`src/rtl/spi_flash_responder_pkg.sv`:
```
// Opcode constants and FSM state encoding shared by the SPI flash responder.
// SPI_FLASH_RESPONDER_FAST_READ_EN adds the DUMMY state used by fast read (0x0B).
package spi_flash_pkg;

  localparam logic [7:0] OP_READ       = 8'h03;
  localparam logic [7:0] OP_FAST_READ  = 8'h0B;
  localparam logic [7:0] OP_RELEASE_PD = 8'hAB;
  localparam logic [7:0] OP_POWER_DOWN = 8'hB9;
  localparam logic [7:0] OP_RESET      = 8'hFF;

  typedef enum logic [2:0] {
    ST_IDLE    = 3'd0,
    ST_COMMAND = 3'd1,
    ST_ADDRESS = 3'd2,
`ifdef SPI_FLASH_RESPONDER_FAST_READ_EN
    ST_DUMMY   = 3'd3,
`endif
    ST_DATA    = 3'd4,
    ST_IGNORE  = 3'd5
  } state_t;

endpackage

```
`src/rtl/spi_flash_responder_if.sv`:
```
// Byte-wide read port between the responder (master) and its backing memory (slave).
interface spi_flash_responder_if #(parameter int ADDRESS_WIDTH = 24);

  logic [ADDRESS_WIDTH-1:0] mem_address;
  logic                     mem_request;
  logic [7:0]               mem_readData;
  logic                     mem_readDataValid;

  modport master (output mem_address, output mem_request,
                  input  mem_readData, input mem_readDataValid);
  modport slave  (input  mem_address, input mem_request,
                  output mem_readData, output mem_readDataValid);

endinterface

```
`src/rtl/spi_flash_responder_edge_sync.sv`:
```
// Synchronises the asynchronous SPI pins into clk and derives one-cycle sck/csb edge pulses.
module spi_edge_sync #(
  parameter int SYNC_STAGES = 2
) (
  input  logic clk,
  input  logic rst,
  input  logic csb,
  input  logic sck,
  input  logic mosi,
  output logic csb_sync,
  output logic mosi_sync,
  output logic sck_rise,
  output logic sck_fall,
  output logic csb_rise,
  output logic csb_fall
);

  logic [SYNC_STAGES-1:0] csb_pipe_r;
  logic [SYNC_STAGES-1:0] sck_pipe_r;
  logic [SYNC_STAGES-1:0] mosi_pipe_r;
  logic                   csb_prev_r;
  logic                   sck_prev_r;

  // synchroniser chains plus one history flop for edge detection; mosi shares the depth so it lines up with sck
  always_ff @(posedge clk) begin
    if (rst) begin
      csb_pipe_r  <= {SYNC_STAGES{1'b1}};
      sck_pipe_r  <= {SYNC_STAGES{1'b0}};
      mosi_pipe_r <= {SYNC_STAGES{1'b0}};
      csb_prev_r  <= 1'b1;
      sck_prev_r  <= 1'b0;
    end else begin
      csb_pipe_r  <= {csb_pipe_r[SYNC_STAGES-2:0], csb};
      sck_pipe_r  <= {sck_pipe_r[SYNC_STAGES-2:0], sck};
      mosi_pipe_r <= {mosi_pipe_r[SYNC_STAGES-2:0], mosi};
      csb_prev_r  <= csb_pipe_r[SYNC_STAGES-1];
      sck_prev_r  <= sck_pipe_r[SYNC_STAGES-1];
    end
  end

  assign csb_sync  = csb_pipe_r[SYNC_STAGES-1];
  assign mosi_sync = mosi_pipe_r[SYNC_STAGES-1];
  assign sck_rise  = sck_pipe_r[SYNC_STAGES-1] & ~sck_prev_r;
  assign sck_fall  = ~sck_pipe_r[SYNC_STAGES-1] & sck_prev_r;
  assign csb_rise  = csb_pipe_r[SYNC_STAGES-1] & ~csb_prev_r;
  assign csb_fall  = ~csb_pipe_r[SYNC_STAGES-1] & csb_prev_r;

endmodule

```
`src/rtl/spi_flash_responder.sv`:
```
// SPI mode-0 serial-flash responder (0xFF, 0xAB, 0xB9, 0x03) with one-byte read prefetch.
// Define SPI_FLASH_RESPONDER_FAST_READ_EN to also accept 0x0B with 8 dummy clocks.
module spi_flash_responder
  import spi_flash_pkg::*;
#(
  parameter int SYNC_STAGES   = 2,
  parameter int ADDRESS_WIDTH = 24
) (
  input  logic                  clk,
  input  logic                  rst,
  input  logic                  spi_csb,
  input  logic                  spi_sck,
  input  logic                  spi_mosi,
  output logic                  spi_miso,
  output logic                  spi_miso_we,
  spi_flash_responder_if.master mem,
  output logic                  powered_down,
  output logic                  underrun,
  output logic                  busy
);

  localparam logic [4:0] ADDR_LAST = 5'(ADDRESS_WIDTH - 1);

  logic csb_s, mosi_s, sck_rise_s, sck_fall_s, csb_rise_s, csb_fall_s;

  spi_edge_sync #(.SYNC_STAGES(SYNC_STAGES)) u_sync (
    .clk(clk), .rst(rst), .csb(spi_csb), .sck(spi_sck), .mosi(spi_mosi),
    .csb_sync(csb_s), .mosi_sync(mosi_s), .sck_rise(sck_rise_s), .sck_fall(sck_fall_s),
    .csb_rise(csb_rise_s), .csb_fall(csb_fall_s)
  );

  state_t                   state_r;
  logic [4:0]               bit_cnt_r;
  logic [2:0]               data_cnt_r;
  logic [7:0]               cmd_r, shift_r, prefetch_r;
  logic [ADDRESS_WIDTH-2:0] addr_r;
  logic [ADDRESS_WIDTH-1:0] fetch_addr_r, mem_address_r;
  logic boundary_r, miso_r, miso_we_r, mem_request_r, powered_down_r, underrun_r, busy_r;
  logic pending_r, discard_r, want_r, prefetch_valid_r;
`ifdef SPI_FLASH_RESPONDER_FAST_READ_EN
  logic fast_r;
`endif

  logic [7:0]               cmd_next_s, load_byte_s;
  logic [ADDRESS_WIDTH-1:0] addr_next_s, req_addr_s;
  logic rdv_s, resp_keep_s, pending_now_s, avail_s, addr_end_s, load_s, want_s, issue_s;

  assign cmd_next_s    = {cmd_r[6:0], mosi_s};
  assign addr_next_s   = {addr_r, mosi_s};
  assign rdv_s         = mem.mem_readDataValid & pending_r;
  assign resp_keep_s   = rdv_s & ~discard_r;
  assign pending_now_s = pending_r & ~rdv_s;
  // a response landing in the very cycle of the load still counts as on time
  assign avail_s       = prefetch_valid_r | resp_keep_s;
  assign load_byte_s   = prefetch_valid_r ? prefetch_r : (resp_keep_s ? mem.mem_readData : 8'hFF);
  assign addr_end_s    = (state_r == ST_ADDRESS) & sck_rise_s & (bit_cnt_r == ADDR_LAST) & ~csb_rise_s;
  assign load_s        = (state_r == ST_DATA) & sck_fall_s & boundary_r & ~csb_rise_s;
  assign want_s        = want_r | addr_end_s | load_s;
  assign req_addr_s    = addr_end_s ? addr_next_s : fetch_addr_r;
  assign issue_s       = want_s & ~pending_now_s & ~csb_rise_s;

  // protocol FSM: command/address decode, miso shifting and power-down tracking
  always_ff @(posedge clk) begin
    if (rst) begin
      state_r <= ST_IDLE;  bit_cnt_r <= 5'd0;  data_cnt_r <= 3'd0;
      cmd_r <= 8'h00;  shift_r <= 8'h00;  addr_r <= '0;
      boundary_r <= 1'b0;  miso_r <= 1'b0;  miso_we_r <= 1'b0;
      powered_down_r <= 1'b1;  busy_r <= 1'b0;
`ifdef SPI_FLASH_RESPONDER_FAST_READ_EN
      fast_r <= 1'b0;
`endif
    end else begin
      busy_r <= ~csb_s;
      if (csb_rise_s) begin
        state_r <= ST_IDLE;  bit_cnt_r <= 5'd0;  data_cnt_r <= 3'd0;
        boundary_r <= 1'b0;  miso_r <= 1'b0;  miso_we_r <= 1'b0;
        if (state_r == ST_IGNORE && bit_cnt_r == 5'd8) begin
          if (cmd_r == OP_RELEASE_PD) powered_down_r <= 1'b0;
          else if (cmd_r == OP_POWER_DOWN) powered_down_r <= 1'b1;
        end
      end else begin
        case (state_r)
          ST_IDLE: begin
            if (csb_fall_s) begin
              state_r   <= ST_COMMAND;
              bit_cnt_r <= 5'd0;
            end
          end
          ST_COMMAND: begin
            if (sck_rise_s) begin
              cmd_r     <= cmd_next_s;
              bit_cnt_r <= bit_cnt_r + 5'd1;
              if (bit_cnt_r == 5'd7) begin
                state_r <= ST_IGNORE;
                case (cmd_next_s)
                  OP_READ: begin
                    if (!powered_down_r) begin
                      state_r   <= ST_ADDRESS;
                      bit_cnt_r <= 5'd0;
`ifdef SPI_FLASH_RESPONDER_FAST_READ_EN
                      fast_r    <= 1'b0;
`endif
                    end
                  end
`ifdef SPI_FLASH_RESPONDER_FAST_READ_EN
                  OP_FAST_READ: begin
                    if (!powered_down_r) begin
                      state_r   <= ST_ADDRESS;
                      bit_cnt_r <= 5'd0;
                      fast_r    <= 1'b1;
                    end
                  end
`else
                  OP_FAST_READ: state_r <= ST_IGNORE;
`endif
                  OP_RESET: state_r <= ST_IGNORE;
                  default:  state_r <= ST_IGNORE;
                endcase
              end
            end
          end
          ST_ADDRESS: begin
            if (sck_rise_s) begin
              addr_r    <= addr_next_s[ADDRESS_WIDTH-2:0];
              bit_cnt_r <= bit_cnt_r + 5'd1;
              if (bit_cnt_r == ADDR_LAST) begin
                bit_cnt_r  <= 5'd0;
                data_cnt_r <= 3'd0;
`ifdef SPI_FLASH_RESPONDER_FAST_READ_EN
                if (fast_r) begin
                  state_r <= ST_DUMMY;
                end else begin
                  state_r    <= ST_DATA;
                  boundary_r <= 1'b1;
                end
`else
                state_r    <= ST_DATA;
                boundary_r <= 1'b1;
`endif
              end
            end
          end
`ifdef SPI_FLASH_RESPONDER_FAST_READ_EN
          ST_DUMMY: begin
            if (sck_rise_s) begin
              bit_cnt_r <= bit_cnt_r + 5'd1;
              if (bit_cnt_r == 5'd7) begin
                state_r    <= ST_DATA;
                boundary_r <= 1'b1;
              end
            end
          end
`endif
          ST_DATA: begin
            if (sck_fall_s) begin
              miso_we_r <= 1'b1;
              if (boundary_r) begin
                miso_r     <= load_byte_s[7];
                shift_r    <= {load_byte_s[6:0], 1'b0};
                boundary_r <= 1'b0;
              end else begin
                miso_r  <= shift_r[7];
                shift_r <= {shift_r[6:0], 1'b0};
              end
            end else if (sck_rise_s) begin
              data_cnt_r <= data_cnt_r + 3'd1;
              if (data_cnt_r == 3'd7) boundary_r <= 1'b1;
            end
          end
          ST_IGNORE: begin
            if (sck_rise_s && bit_cnt_r != 5'd31) bit_cnt_r <= bit_cnt_r + 5'd1;
          end
          default: state_r <= ST_IDLE;
        endcase
      end
    end
  end

  // memory port: single outstanding request, prefetch buffer, late-response discard
  always_ff @(posedge clk) begin
    if (rst) begin
      mem_request_r <= 1'b0;  mem_address_r <= '0;  fetch_addr_r <= '0;
      pending_r <= 1'b0;  discard_r <= 1'b0;  want_r <= 1'b0;
      prefetch_r <= 8'h00;  prefetch_valid_r <= 1'b0;  underrun_r <= 1'b0;
    end else begin
      mem_request_r <= 1'b0;
      if (issue_s) begin
        mem_request_r <= 1'b1;
        mem_address_r <= req_addr_s;
        fetch_addr_r  <= req_addr_s + ADDRESS_WIDTH'(1);
        want_r        <= 1'b0;
      end else begin
        want_r <= want_s & ~csb_rise_s;
        if (addr_end_s) fetch_addr_r <= addr_next_s;
      end
      if (issue_s) pending_r <= 1'b1;
      else if (rdv_s) pending_r <= 1'b0;
      if (csb_rise_s || (load_s && !avail_s)) discard_r <= pending_now_s;
      else if (rdv_s) discard_r <= 1'b0;
      if (csb_rise_s || load_s) begin
        prefetch_valid_r <= 1'b0;
      end else if (resp_keep_s) begin
        prefetch_r       <= mem.mem_readData;
        prefetch_valid_r <= 1'b1;
      end
      if (load_s && !avail_s) underrun_r <= 1'b1;
    end
  end

  assign spi_miso        = miso_r;
  assign spi_miso_we     = miso_we_r;
  assign mem.mem_address = mem_address_r;
  assign mem.mem_request = mem_request_r;
  assign powered_down    = powered_down_r;
  assign underrun        = underrun_r;
  assign busy            = busy_r;

endmodule

```
`src/flat_wrapper.sv`:
```
// flat-port wrapper written by rule: the top's interface ports become plain ports
module spi_flash_responder_flat import spi_flash_pkg::*;
#(
  parameter int SYNC_STAGES   = 2,
  parameter int ADDRESS_WIDTH = 24
)
  (clk, rst, spi_csb, spi_sck, spi_mosi, spi_miso, spi_miso_we, powered_down, underrun, busy, mem_mem_address, mem_mem_request, mem_mem_readData, mem_mem_readDataValid);
  spi_flash_responder_if #(.ADDRESS_WIDTH(ADDRESS_WIDTH)) mem_i ();
  input  logic clk;
  input  logic rst;
  input  logic spi_csb;
  input  logic spi_sck;
  input  logic spi_mosi;
  output logic spi_miso;
  output logic spi_miso_we;
  output logic powered_down;
  output logic underrun;
  output logic busy;
  output wire logic [$bits(mem_i.mem_address)-1:0] mem_mem_address;
  output wire logic [$bits(mem_i.mem_request)-1:0] mem_mem_request;
  input wire logic [$bits(mem_i.mem_readData)-1:0] mem_mem_readData;
  input wire logic [$bits(mem_i.mem_readDataValid)-1:0] mem_mem_readDataValid;
  assign mem_mem_address = mem_i.mem_address;
  assign mem_mem_request = mem_i.mem_request;
  assign mem_i.mem_readData = mem_mem_readData;
  assign mem_i.mem_readDataValid = mem_mem_readDataValid;
  spi_flash_responder #(.SYNC_STAGES(SYNC_STAGES), .ADDRESS_WIDTH(ADDRESS_WIDTH)) u_core (.clk(clk), .rst(rst), .spi_csb(spi_csb), .spi_sck(spi_sck), .spi_mosi(spi_mosi), .spi_miso(spi_miso), .spi_miso_we(spi_miso_we), .mem(mem_i), .powered_down(powered_down), .underrun(underrun), .busy(busy));
endmodule
```
`config.mk`:
```
export PLATFORM = sky130hd
export DESIGN_NAME = spi_flash_responder_flat
export DESIGN_NICKNAME = d
export VERILOG_FILES = /design/src/rtl/spi_flash_responder_pkg.sv /design/src/rtl/spi_flash_responder_if.sv /design/src/rtl/spi_flash_responder_edge_sync.sv /design/src/rtl/spi_flash_responder.sv /design/src/flat_wrapper.sv
export SDC_FILE = /design/constraint.sdc
export NUM_CORES = 1
export LEC_CHECK = 0
export ABC_AREA = 1
export BUFFER_PORTS_ARGS = -buffer_cell sky130_fd_sc_hd__buf_4
export CORE_AREA = 2 2 104 106
export DETAILED_ROUTE_END_ITERATION = 8
export DIE_AREA = 0 0 106 108
export GPL_ROUTABILITY_DRIVEN = 0
export PLACE_DENSITY = 0.81
export SYNTH_ARGS = -nofsm -noshare
export SYNTH_HDL_FRONTEND = slang
export SYNTH_SLANG_ARGS = --single-unit
```
`constraint.sdc`:
```
create_clock -name clk -period 2.6 [get_ports clk]
set_input_delay 0.26 -clock clk [delete_from_list [all_inputs] [get_ports clk]]
set_output_delay 0.26 -clock clk [all_outputs]
set_load 0.01 [all_outputs]
```
==> impl_metrics.py <==
metrics = {
    "run_status": {
        "status": "finished, final reports clean",
    },
    "setup_path": {
        "critPathArrivalTime_ps": 2840,
        "critical_path_cell_count": 14,
        "crit_path_max_incr_delay_ps": 350,
        "critPathSlowestCell": "dfxtp_1",
        "cp-start-kind": "register",
        "crit_start": "u_core.bit_cnt_r[1]",
        "crit_family": "simple AND/OR/NAND/NOR gates",
        "crit_buf_inv": 1,
        "worst-r2r-setup-slack_ps": 210,
        "path_class": "register to register",
        "critPathCaptureType": "register",
        "worstReg2RegStart": "u_core.bit_cnt_r[1]",
        "crit_end": "u_core.fetch_addr_r[10]",
        "r2r_end": "u_core.fetch_addr_r[10]",
        "path_max_fanout": 4,
        "worst_r2r_path_depth": 14,
        "cp_data_required_time_ps": 3050,
        "crit_chain": "ha_1, nand2_2, nor3_4, nand3_1, nand2_1, o21ai_1, inv_1, ha_1, nand3_1, nor2_2, nand3_1, nand2_1, nand2_1, nor2_1",
    },
    "sta": {
        "fin_skew_ps": 8.71,
        "hold_viol": 0,
        "setup_viol": 0,
        "worstMarginPinSlew_ps": 721,
        "finalMaxSlewViolations": 0,
        "fin_setup_tns_ps": 0,
        "fin_crit_sh_pct": 91.8,
        "setup_slack_ps": 212,
        "rsz0062_at_grt": "yes",
        "whs_ps": 11.3,
        "clock.fmax_mhz": 419,
        "slew_headroom_pct": 51.9,
        "min_period_ps": 2390,
    },
    "die": {
        "die_h_um": 108,
        "initial_utilization_pct": 54.2,
        "core_area_um2": 10200,
        "ios": 44,
        "die_w_um": 106,
        "die-area_um2": 11400,
        "std_cell_rows": 37,
    },
    "synthesis": {
        "synth_top_area_share_pct": 44.8,
        "yosysWarnings": 0,
        "synth_seq_cells": 124,
        "yosysTopAreaCell": "dfxtp_1",
        "yosys-top-cells-area": "dfxtp_1, nand2_1, nor2_1, o21ai_0, a21oi_1",
        "synth_edf_count": 0,
        "synth_flop_cell": "dfxtp_1",
        "async_flop_share_pct": 0,
        "seq_area_frac_synth_pct": 44.8,
        "postSynthNetCount": 805,
        "ys_types": 38,
        "synth_area_um2": 5540,
        "syn_inst": 785,
        "synth_area_per_cell_um2": 7.06,
    },
    "cts": {
        "cts_tree": "done",
        "clk_latency_ps": 530,
        "cts_setup_buffers": 0,
        "numCtsBuffers": 17,
        "htreeDepth": 4,
        "cts_root_buffer": "clkbuf_8",
        "cts.clk_slew.worst_paths_ps": 60,
        "cts_buffer_depth": 2,
        "cts.sinks": 124,
    },
    "placement": {
        "placed_area_um2": 5990,
        "dp_hpwl_um": 8600,
        "dp_slack_ps": 258,
        "io_buffers": 43,
    },
    "routing": {
        "drt_pass1_iterations": 5,
        "wirelength_um": 12900,
        "vias_per_cell": 5.31,
        "ant_nets": 0,
        "drc_errors": 0,
        "post_drt_wl_per_cell_um": 13.1,
        "first_iter_violations": 379,
        "via_count": 5220,
    },
    "layout": {
        "fin_area_um2": 6680,
        "drive_above_1_share_pct": 13.3,
        "syn2layout_area_growth_pct": 20.5,
        "nNetsFinal": 856,
        "antenna_cells": 0,
    },
    "power_and_ir_drop": {
        "finalPower_mw": 5.08,
        "ir_drop_v": 0.000611,
        "p_per_area_nw_per_um2": 761,
        "p_leak_nw": 2.85,
    },
    "global_route": {
        "grt_pass1_wl_um": 21800,
        "overflow": 0,
        "grt_max_degree": 67,
        "grt_usage_pct": 23.9,
        "antenna_found_initial": 0,
        "grt_pass1_vias": 4792,
    },
    "run": {
        "maxCapViolations": 0,
    },
    "min_path": {
        "hold_path_class": "input port to register",
        "min_from": "mem_mem_readData[7]",
    },
}
==> routing by layer <==
metal	wire, um	global-route usage, %	vias to the layer above
li1	-	-	2660
met1	5510	28.2	2370
met2	6430	42.1	164
met3	703	5.67	26
met4	242	9.21	0
met5	0	0	-
==> power breakdown <==
group          leakage (nW)  switching, mW  total (mW)  internal [mW]
Sequential             1.00         0.0572        2.02           1.96
Combinational          1.53          0.335       0.506          0.170
Clock                 0.314          0.813        2.56           1.74
Total                  2.85           1.21        5.08           3.87
==> synthesized netlist by cell type (5+ instances only) <==
library cell and n:
ha_1 6, a21oi_1 51, dfxtp_1 124, nand3_1 48
nor2_4 5, a22o_1 9, nor3_1 6, o21ai_0 83
nand2_2 6, inv_1 68, clkbuf_1 16, nand2_1 170
nor2_1 139, nand4_1 6, nor2_2 5
==> how the worst min path moves through the flow <==
| stage | end | cells past startpoint |
|---|---|---|
| 2_1_floorplan | u_core.u_sync.csb_pipe_r[0] | 1 |
| 3_3_place_gp | u_core.u_sync.sck_pipe_r[1] | 2 |
| 3_5_place_dp | u_core.u_sync.csb_pipe_r[1] | 1 |
| 4_1_cts | u_core.prefetch_r[6] | 3 |
| 5_1_grt | u_core.prefetch_r[2] | 3 |
| 6_report | u_core.prefetch_r[7] | 3 |
==> kinds of logic after synthesis <==
logic type | synth area share (%)
DFF | 44.8
buffers and inverters | 7.61
and+or+nand+nor | 31.1
adders and majority gates | 1.35
AOI/OAI and AO/OA | 15.2
==> worst reg2reg max path, stage by stage, from the launching register on <==
cell and delay [ps]:
dfxtp_1 350, ha_1 220, nand2_2 110, nor3_4 200, nand3_1 130, nand2_1 70, o21ai_1 100, inv_1 120
ha_1 200, nand3_1 200, nor2_2 200, nand3_1 150, nand2_1 110, nand2_1 50, nor2_1 130
==> area by class of cell <==
class,count,area (um^2)
flip-flops and latches,124,2480
well taps,136,170
repair buffers,59,465
multi-input cells,560,2640
clock inverters,7,160
fillers,857,3560
clock buffers,23,477
inverters,74,279
==> sequential cells by signal (all words and copies together) (netlist names), 2 cells and up <==
signal / count
u_core.mem.mem_address: 24
u_core.state_r: 3
u_core.prefetch_r: 8
u_core.bit_cnt_r: 5
u_core.data_cnt_r: 3
u_core.addr_r: 23
u_core.fetch_addr_r: 24
u_core.u_sync.mosi_pipe_r: 2
u_core.shift_r: 7
u_core.u_sync.sck_pipe_r: 2
u_core.u_sync.csb_pipe_r: 2
u_core.cmd_r: 8
==> timing repair <==
item                                   in CTS  in global routing
endpoints found under the hold margin       4                  0
resized for setup                           0                  2
setup endpoints to repair                   0                  2
hold buffers                                4                  0
==> per-stage QoR <==
step,util (%),std cells
global placement,58.6,949
global route,65.2,983
finish,65.2,983
detailed placement,58.6,949
floorplan,-,785
CTS,65.2,983
==> placed cells by master (no fill, tap or decap), types with 2 or more instances in the layout <==
cell type,instances
dlygate4sd3_1,4
inv_1,68
nor2_4,5
o211ai_1,2
nand3_1,48
ha_1,6
or2_2,2
a21oi_1,51
a211oi_1,3
nor3_1,6
clkbuf_8,5
o21ai_0,83
clkbuf_1,2
nand4_1,6
dfxtp_1,124
a31oi_1,2
nor4_1,4
nor2_1,137
nand2_2,6
a22o_1,9
buf_4,54
nor2_2,7
clkbuf_16,16
inv_2,4
bufinv_16,5
o21ai_1,3
clkinv_2,3
nand2_1,170
Note: power is estimated with default switching activity, not from simulation.
